`src/rtl/acappella_pkg.sv`:
```
`default_nettype none
// ============================================================================
// Module      : acappella_pkg
// Description : Shared definitions for the a-cappella SDRAM access path:
//               client indices, arbiter state encoding and bus width defaults.
// Revision    : 1.0 - initial release
// ============================================================================
package acappella_pkg;

    // Bus width defaults for the SDRAMBus command port
    localparam int AW_DEF = 23;
    localparam int DW_DEF = 16;

    // Client index type and the fixed client map
    typedef logic [2:0] cli_idx_t;

    localparam cli_idx_t CLI_LOAD   = 3'd0;
    localparam cli_idx_t CLI_MIX    = 3'd1;
    localparam cli_idx_t CLI_PITCH  = 3'd2;
    localparam cli_idx_t CLI_RECORD = 3'd3;
    localparam cli_idx_t CLI_PLAY   = 3'd4;

    // Arbiter states
    typedef enum logic [1:0] {
        ST_IDLE = 2'd0,
        ST_BUSY = 2'd1,
        ST_GAP  = 2'd2
    } arb_state_t;

endpackage : acappella_pkg
`default_nettype wire

```
`src/rtl/rr_pick3.sv`:
```
`default_nettype none
// ============================================================================
// Module      : rr_pick3
// Description : Combinational 3-way round-robin picker. The search starts at
//               the requester after the last winner and returns a one-hot
//               grant (all zero when nothing requests).
// Revision    : 1.0 - initial release
// ============================================================================
module rr_pick3 (
    input  logic [2:0] req,
    input  logic [1:0] last,
    output logic [2:0] grant
);

    // Rotate the search origin to the slot after the previous winner
    always_comb begin
        grant = 3'b000;
        case (last)
            2'd0: begin
                if      (req[1]) grant = 3'b010;
                else if (req[2]) grant = 3'b100;
                else if (req[0]) grant = 3'b001;
            end
            2'd1: begin
                if      (req[2]) grant = 3'b100;
                else if (req[0]) grant = 3'b001;
                else if (req[1]) grant = 3'b010;
            end
            default: begin
                if      (req[0]) grant = 3'b001;
                else if (req[1]) grant = 3'b010;
                else if (req[2]) grant = 3'b100;
            end
        endcase
    end

endmodule : rr_pick3
`default_nettype wire

```
`src/rtl/sdram_arbiter.sv`:
```
`default_nettype none
// ============================================================================
// Module      : sdram_arbiter
// Description : Registered one-owner-at-a-time arbiter for the SDRAMBus
//               command port. Play and record have fixed priority, the batch
//               clients share the remaining slots round-robin, and a watchdog
//               forces an error completion if the bus never finishes.
// Revision    : 1.0 - initial release
// ============================================================================
module sdram_arbiter
    import acappella_pkg::*;
#(
    parameter int NCLI    = 5,
    parameter int AW      = AW_DEF,
    parameter int DW      = DW_DEF,
    parameter int TIMEOUT = 1023
) (
    input  logic                 i_clk,
    input  logic                 i_rst,
    input  logic [NCLI-1:0]      cli_read,
    input  logic [NCLI-1:0]      cli_write,
    input  logic [NCLI*AW-1:0]   cli_addr,
    input  logic [NCLI*DW-1:0]   cli_writedata,
    output logic [DW-1:0]        cli_readdata,
    output logic [NCLI-1:0]      cli_done,
    output logic [NCLI-1:0]      cli_err,
    output logic                 sdram_read,
    output logic                 sdram_write,
    output logic [AW-1:0]        sdram_addr,
    output logic [DW-1:0]        sdram_writedata,
    input  logic [DW-1:0]        sdram_readdata,
    input  logic                 sdram_finished
);

    localparam int CW = $clog2(TIMEOUT + 1);

    arb_state_t       r_state;
    arb_state_t       w_state_next;

    logic [AW-1:0]    w_addr_arr  [NCLI];
    logic [DW-1:0]    w_wdata_arr [NCLI];

    logic [NCLI-1:0]  w_req;
    logic [NCLI-1:0]  w_mask;
    logic [NCLI-1:0]  w_req_m;
    logic [NCLI-1:0]  w_grant_oh;
    logic [2:0]       w_rr_grant;
    cli_idx_t         w_pick;
    logic             w_any;

    cli_idx_t         r_grant;
    logic             r_is_write;
    logic [AW-1:0]    r_addr;
    logic [DW-1:0]    r_wdata;
    logic [1:0]       r_rr_last;
    logic [CW-1:0]    r_cnt;
    logic [CW-1:0]    w_cnt_inc;
    logic             w_timeout;
    logic [DW-1:0]    r_rdata;
    logic [NCLI-1:0]  r_done;
    logic [NCLI-1:0]  r_err;

    // Split the packed client buses into per-client entries
    for (genvar gi = 0; gi < NCLI; gi++) begin : g_unpack
        assign w_addr_arr[gi]  = cli_addr[gi*AW +: AW];
        assign w_wdata_arr[gi] = cli_writedata[gi*DW +: DW];
    end

    // A client that just completed may still hold its request during GAP
    assign w_req      = cli_read | cli_write;
    assign w_grant_oh = NCLI'(1) << r_grant;
    assign w_mask     = (r_state == ST_GAP) ? w_grant_oh : '0;
    assign w_req_m    = w_req & ~w_mask;

    assign w_cnt_inc  = r_cnt + CW'(1);
    assign w_timeout  = (w_cnt_inc == CW'(TIMEOUT));

    rr_pick3 u_rr_pick3 (
        .req   (w_req_m[2:0]),
        .last  (r_rr_last),
        .grant (w_rr_grant)
    );

    // Priority overlay: play, then record, then the round-robin batch winner
    always_comb begin
        w_pick = CLI_LOAD;
        w_any  = 1'b1;
        if (w_req_m[CLI_PLAY]) begin
            w_pick = CLI_PLAY;
        end else if (w_req_m[CLI_RECORD]) begin
            w_pick = CLI_RECORD;
        end else if (|w_req_m[2:0]) begin
            if (w_rr_grant[0])      w_pick = CLI_LOAD;
            else if (w_rr_grant[1]) w_pick = CLI_MIX;
            else                    w_pick = CLI_PITCH;
        end else begin
            w_any = 1'b0;
        end
    end

    // State register
    always_ff @(posedge i_clk or negedge i_rst) begin
        if (!i_rst) begin
            r_state <= ST_IDLE;
        end else begin
            r_state <= w_state_next;
        end
    end

    // Next-state: arbitrate from IDLE or GAP, leave BUSY on finish or watchdog
    always_comb begin
        w_state_next = r_state;
        case (r_state)
            ST_IDLE: if (w_any) w_state_next = ST_BUSY;
            ST_BUSY: if (sdram_finished || w_timeout) w_state_next = ST_GAP;
            ST_GAP:  w_state_next = w_any ? ST_BUSY : ST_IDLE;
            default: w_state_next = ST_IDLE;
        endcase
    end

    // Command outputs come only from latched values and are zero outside BUSY
    always_comb begin
        sdram_read      = 1'b0;
        sdram_write     = 1'b0;
        sdram_addr      = '0;
        sdram_writedata = '0;
        if (r_state == ST_BUSY) begin
            sdram_read      = ~r_is_write;
            sdram_write     = r_is_write;
            sdram_addr      = r_addr;
            sdram_writedata = r_wdata;
        end
    end

    // Grant latch, watchdog counter and completion pulses
    always_ff @(posedge i_clk or negedge i_rst) begin
        if (!i_rst) begin
            r_grant    <= CLI_LOAD;
            r_is_write <= 1'b0;
            r_addr     <= '0;
            r_wdata    <= '0;
            r_rr_last  <= 2'd2;
            r_cnt      <= '0;
            r_rdata    <= '0;
            r_done     <= '0;
            r_err      <= '0;
        end else begin
            r_done <= '0;
            r_err  <= '0;
            if (r_state == ST_BUSY) begin
                r_cnt <= w_cnt_inc;
                if (sdram_finished) begin
                    r_done <= w_grant_oh;
                    if (!r_is_write) r_rdata <= sdram_readdata;
                end else if (w_timeout) begin
                    r_done  <= w_grant_oh;
                    r_err   <= w_grant_oh;
                    r_rdata <= '0;
                end
            end else if (w_any) begin
                // A write wins when a client raises both read and write
                r_grant    <= w_pick;
                r_is_write <= cli_write[w_pick];
                r_addr     <= w_addr_arr[w_pick];
                r_wdata    <= w_wdata_arr[w_pick];
                r_cnt      <= '0;
                if (w_pick <= CLI_PITCH) r_rr_last <= w_pick[1:0];
            end
        end
    end

    assign cli_readdata = r_rdata;
    assign cli_done     = r_done;
    assign cli_err      = r_err;

endmodule : sdram_arbiter
`default_nettype wire

```
`config.mk`:
```
export PLATFORM = sky130hd
export DESIGN_NAME = sdram_arbiter
export DESIGN_NICKNAME = d
export VERILOG_FILES = /design/src/rtl/acappella_pkg.sv /design/src/rtl/rr_pick3.sv /design/src/rtl/sdram_arbiter.sv
export SDC_FILE = /design/constraint.sdc
export NUM_CORES = 1
export LEC_CHECK = 0
export ABC_AREA = 0
export CAP_MARGIN = 20
export CORE_MARGIN = 1.5
export CORE_UTILIZATION = 43
export DETAILED_ROUTE_END_ITERATION = 6
export PLACE_DENSITY = 0.95
export SYNTH_ARGS = -nofsm -noshare
export SYNTH_HDL_FRONTEND = slang
export SYNTH_SLANG_ARGS = --single-unit
```
`constraint.sdc`:
```
create_clock -name i_clk -period 5.2 [get_ports i_clk]
set_input_delay 1.3 -clock i_clk [delete_from_list [all_inputs] [get_ports i_clk]]
set_output_delay 1.3 -clock i_clk [all_outputs]
set_load 0.05 [all_outputs]
```
Word level (Yosys, flattened, before mapping)
Cells that the tools add are included.
W data, S select, Z words.
{"block": "op_classes", "addsub": 1, "bitwise": 6, "multipliers": 0, "eq_ne": 7, "n_mux": 44, "shifts": 1, "n_lt_le_gt_ge": 3, "div": 0, "n_reduce_logical": 10}
{"op": "$mux W16", "n": 6}
{"op": "$bmux W23 S3", "n": 1}
{"op": "$mux W23", "n": 3}
{"op": "$bmux W16 S3", "n": 1}
{"op": "$mux W5", "n": 6}
{"op": "$mux W2", "n": 12}
{"op": "$mux W10", "n": 2}
{"op": "$add A10 B1 Y10 const B", "n": 1}
{"op": "$eq A10 B10 Y1 const B", "n": 1}
{"op": "$mux W1", "n": 9}
{"op": "$ne A2 B2 Y1 const B", "n": 3}
{"op": "$pmux W2 S3", "n": 1}
{"op": "$reduce_and A3 Y1", "n": 2}
{"op": "$and A5 B5 Y5", "n": 1}
{"op": "$not A5 Y5", "n": 1}
{"op": "$or A5 B5 Y5", "n": 1}
{"op": "$shl A1 B3 Y5 const A", "n": 1}
{"op": "$eq A2 B1 Y1 const B", "n": 2}
{"op": "$ge A4 B4 Y1 const B", "n": 1}
{"op": "$logic_not A2 Y1", "n": 2}
{"op": "$lt A3 B4 Y1 const B", "n": 1}
{"op": "$not A3 Y4", "n": 1}
{"op": "$pmux W2 S2", "n": 1}
{"op": "$reduce_and A2 Y1", "n": 2}
{"op": "8 further kinds", "n": 10}
{"block": "word_totals", "ramBits": 0, "register_bits": 83, "mem_bits_ro": 0, "latch_bits": 0, "input_bits": 224, "n_memories": 0, "output_inout_bits": 67, "word_cells": 82}

Depth between registers and ports, before layout
{"block": "logic_depth", "depth_word": 17, "ltp_mapped": 10, "depth_no_buf": 7}

By module
From an unflattened synthesis, not the netlist that was laid out.
{"block": "unflattened", "cells_unflattened": 603, "area_unflattened_um2": 5196.2}
{"mod": "sdram_arbiter", "n_inst": 1, "seq_area_each_um2": 2078.2, "area_per_inst_um2": 5144.9, "cells_per_inst": 596}
{"mod": "rr_pick3", "n_inst": 1, "seq_area_each_um2": 0.0, "area_per_inst_um2": 51.3, "cells_per_inst": 7}

Worst setup path before layout
No wires, ideal clock.
{"block": "synth_path", "path_type": "input to register", "from": "input cli_read[1]", "to": "register r_grant[0]", "stages": 5, "n_path_buf": 0, "required_time_ns": 5.075, "slack_ns": 2.128, "setup_time_ns": 0.125, "arrival_ns": 2.947, "cell_sequence": "or3_1 -> a2111oi_2 -> nor2_1 -> o31ai_4 -> mux2_2"}
{"block": "synth_via", "elab_chain_len": 11, "elab_cells_between_ends": 19, "cone_classes": "15 x mux; 2 x bitwise; 2 x reduce/logical"}
{"item": "start: declaration", "line_no": "sdram_arbiter.sv:20", "text": "input logic [NCLI-1:0] cli_read,"}
{"item": "$or A5 B5 Y5 (*)", "line_no": "sdram_arbiter.sv:70", "text": "assign w_req = cli_read | cli_write;"}
{"item": "$and A5 B5 Y5 (*)", "line_no": "sdram_arbiter.sv:73", "text": "assign w_req_m = w_req & ~w_mask;"}
{"item": "$mux W2", "line_no": "rr_pick3.sv:27", "text": "else if (req[1]) grant = 3'b010;"}
{"item": "$mux W2", "line_no": "rr_pick3.sv:26", "text": "else if (req[0]) grant = 3'b001;"}
{"item": "$mux W2", "line_no": "rr_pick3.sv:25", "text": "if (req[2]) grant = 3'b100;"}
{"item": "$pmux W2 S2", "line_no": "rr_pick3.sv:18", "text": "case (last)"}
{"item": "$mux W2", "line_no": "sdram_arbiter.sv:94", "text": "else if (w_rr_grant[1]) w_pick = CLI_MIX;"}
{"item": "$mux W2", "line_no": "sdram_arbiter.sv:93", "text": "if (w_rr_grant[0]) w_pick = CLI_LOAD;"}
{"item": "$mux W2", "line_no": "sdram_arbiter.sv:92", "text": "end else if (|w_req_m[2:0]) begin"}
{"item": "$mux W2", "line_no": "sdram_arbiter.sv:90", "text": "end else if (w_req_m[CLI_RECORD]) begin"}
{"item": "$mux W3", "line_no": "sdram_arbiter.sv:88", "text": "if (w_req_m[CLI_PLAY]) begin"}
{"item": "end signal: assignment", "line_no": "sdram_arbiter.sv:162", "text": "r_grant <= w_pick;"}
{"item": "end: declaration", "line_no": "sdram_arbiter.sv:51", "text": "cli_idx_t r_grant;"}
Mark *: on every way between the ends. The rest lies on a longest branch, timed or not.
A chain may end at the register's enable or synchronous reset.

Final worst setup path
{"block": "layout_path", "from": "register r_state[0]", "to": "output sdram_writedata[10]"}
{"block": "layout_via", "elab_chain_len": 2}
{"item": "start: declaration", "line_no": "sdram_arbiter.sv:37", "text": "arb_state_t r_state;"}
{"item": "start signal: assignment", "line_no": "sdram_arbiter.sv:106", "text": "r_state <= w_state_next;"}
{"item": "$eq A2 B1 Y1", "line_no": "sdram_arbiter.sv:127", "text": "if (r_state == ST_BUSY) begin"}
{"item": "$mux W16", "line_no": "sdram_arbiter.sv:127"}
{"item": "end: declaration", "line_no": "sdram_arbiter.sv:30", "text": "output logic [DW-1:0] sdram_writedata,"}
Every way passes these cells.

==> impl_metrics.ini <==
[run_status]
status = finished clean

[clocking]
cts_tree = yes
numCtsBuffers = 9
cts_setup_buffers = 0
cts_root_buf = clkbuf_16
cts_buffer_depth = 2
postCtsHoldBufs = 0
clk_pin_slew_ps = 60
cts.sinks = 83
htreeDepth = 3
cts_resized = 0
clock_latency_ps = 340

[timing]
hold_viol_final = 0
slew_headroom = 0.326
final.min_clock_period_ps = 3990
setup_ws_ps = 1210
setup_viol = 0
rsz0062_at_grt = no
finClkSkew_ps = 7.91
worst_pin_slew_ps = 985
hold_ws_ps = 510
report.final.slew_viol_count = 0
fmax_ghz = 0.250
finalSetupTns_ps = 0
finalCritPeriodShare = 0.768

[hold_path]
min_to = r_cnt[9]
hold_class = reg2reg
hp-start = r_cnt[9]
whs_path_depth = 1

[worst_setup_path]
critical_path_class = reg2out
cp_slowest_stage_delay_ps = 820
arrival_ps = 2690
reg2regPathDepth = 7
crit_fanout = 27
end_kind = output pin
critPathRequiredTime_ps = 3900
reg2reg_from = r_grant[1]
critPathSlowestCell = clkdlybuf4s50_1
path_cells = nor2b_4 -> buf_4 -> and2_1 -> clkdlybuf4s50_1
r2r_slack_ps = 2190
reg2reg_to = r_addr[21]
start_kind = register

[logic_synthesis]
synth_compound_gate_area_share = 0.301
synth-simple-area-share = 0.182
synth_ff_type = dfrtp_1
synth_top_family_by_area = compound AO/OA/AOI/OAI gates
syn-num-nets = 818
ys_top_cells_by_count = nor2_1, dfrtp_1, and2_1
yosysTopAreaCell = dfrtp_1
synth-async-reset-ratio = 1.00
synth_area_mm2 = 0.00547
synth_cell_type_count = 60
ys_warn_count = 0
syn_avg_cell_area_um2 = 9.24
synth.area.top_cells = dfrtp_1, mux2i_1, nor2_1, a211o_1, a22oi_1
synth_mux_area_frac = 0.0771
synth-edff-count = 0
synth-seq-cells = 83
yosysTopAreaCellShare = 0.375
synth_fa_ha_area_frac = 0.00457
yosysSeqAreaShare = 0.380
postSynthCellCount = 592
synth_xor_xnor_area_share = 0.00480
synth.most_common_cell = nor2_1

[global_route]
grt_use_met2 = 0.516
track_usage = 0.292
grt_overflow = 0
grt_pass1_vias = 6008
antenna_found_initial = 0
grt_max_degree = 84
grt-busiest-layer = met2
grt.met3_usage = 0.0779
grt_pass1_wl_um = 30100
grt_use_met1 = 0.330

[floorplanning]
die_w_um = 116
initial_core_util = 0.437
dieArea_mm2 = 0.0134
rows = 41
pin_count = 291
die_h_um = 116
core_mm2 = 0.0125

[drt]
drc = 0
vias = 5824
ant_nets = 0
drt_iter0_markers = 370
vias_per_cell = 5.66
wl_um = 19400
wl_per_cell_um = 18.9
drt_first_pass_iters = 5

[placement]
pre_cts_slack_ps = 1060
port_buffers = 290
place.gp.congestion = 0.894
dp_hpwl_um = 14100

[finish]
drive_above_1_share = 0.0677
n_fill_cell = 954
seq_area_mm2 = 0.00208
finalNetCount = 1078
area_growth_pct = 59.5
diodes = 0
multiInputGateArea_mm2 = 0.00315

[run]
max-cap-violations = 0

[power]
pwr_density_cell_mw_per_mm2 = 513
power.total_uw = 4480
p_leak_uw = 0.00346
vdd_drop_max_mv = 0.217
## placed cells by master (no fill, tap or decap), types with 2 or more instances in the layout
cell             Yosys  routed
o22a_1               3       3
nor3b_1              2       2
ha_1                 2       2
or3b_1               3       3
nand4_1              4       4
and2_1              42      41
nand2b_1             3       3
xnor2_1              2       2
o41ai_1              2       2
mux2i_1             41      41
buf_4                6      12
a21oi_1              4       4
inv_1                5       5
nand2_1             21      21
nand3_1              3       3
a2111oi_2            2       2
a22o_1              29      29
nor2_1             105     104
nor4_1               3       3
o31ai_1              2       2
o21ai_0             19      19
nor3_1               4       4
or3_1                2       2
o22ai_1              5       5
o211ai_2            15      15
a211o_1             38      38
clkbuf_16            0       9
a21o_1               2       2
clkbuf_1            29       6
o221ai_1             3       3
a31oi_1              2       2
a22oi_1             40      40
o31ai_4              1       2
dfrtp_1             82      82
clkdlybuf4s50_1      0     289
o211ai_1            22      22
## worst max path at each step
stage / from / endpoint / slack [ps]
after CTS: r_state[0] / sdram_writedata[10] / 1210
after global routing: r_state[0] / sdram_writedata[10] / 1090
final: r_state[0] / sdram_writedata[10] / 1210
after global placement: cli_read[1] / r_wdata[8] / 1200
after floorplan: cli_read[1] / r_grant[0] / 2130
after detailed placement: cli_write[2] / r_addr[21] / 1060
## critical path, delay by kind of cell (launching register included)
family,cells,cell delay (ps)
buf+inv,2,1190
simple gates,2,750
flops,1,400
## power by group
group	switching, uW	internal (uW)
Clock	257	324
Sequential	212	914
Combinational	1670	1100
Total	2140	2330
## metrics by stage
step                      instances  area, um^2  utilization
after floorplan                 592        5470            -
after global placement         1012        8450        0.675
after detailed placement       1012        8450        0.675
after CTS                      1028        8700        0.695
after global routing           1029        8730        0.697
final                          1029        8730        0.697
## logic make-up (layout without fill, tap and decap cells)
logic type,Yosys count,after routing
compound gates,200,200
xor+xnor,3,3
fa+ha+maj,2,2
buf+inv,58,323
flops,83,83
mux,42,42
simple gates,204,204
## flip-flops by register name, summed over array words and instances, names as in the netlist
name / cells
r_addr: 23
cli_err: 5
r_cnt: 10
r_rr_last: 2
r_grant: 3
r_wdata: 16
r_is_write: 1
cli_done: 5
cli_readdata: 16
r_state: 2
## layer usage
| metal | vias to the layer above | wire length, um |
|---|---|---|
| met1 | 2797 | 7240 |
| li1 | 2714 | - |
| met5 | - | 0 |
| met4 | 0 | 621 |
| met3 | 44 | 1470 |
| met2 | 269 | 10100 |
## final cells by class
| cell class | instances | share of cell area |
|---|---|---|
| Sequential cell | 83 | 0.238 |
| Multi-Input combinational cell | 451 | 0.361 |
| Clock inverter | 1 | 0.000574 |
| Timing Repair Buffer | 302 | 0.345 |
| Tap cell | 172 | 0.0247 |
| Inverter | 5 | 0.00215 |
| Clock buffer | 15 | 0.0284 |
Power figures use the tool's default switching activity.
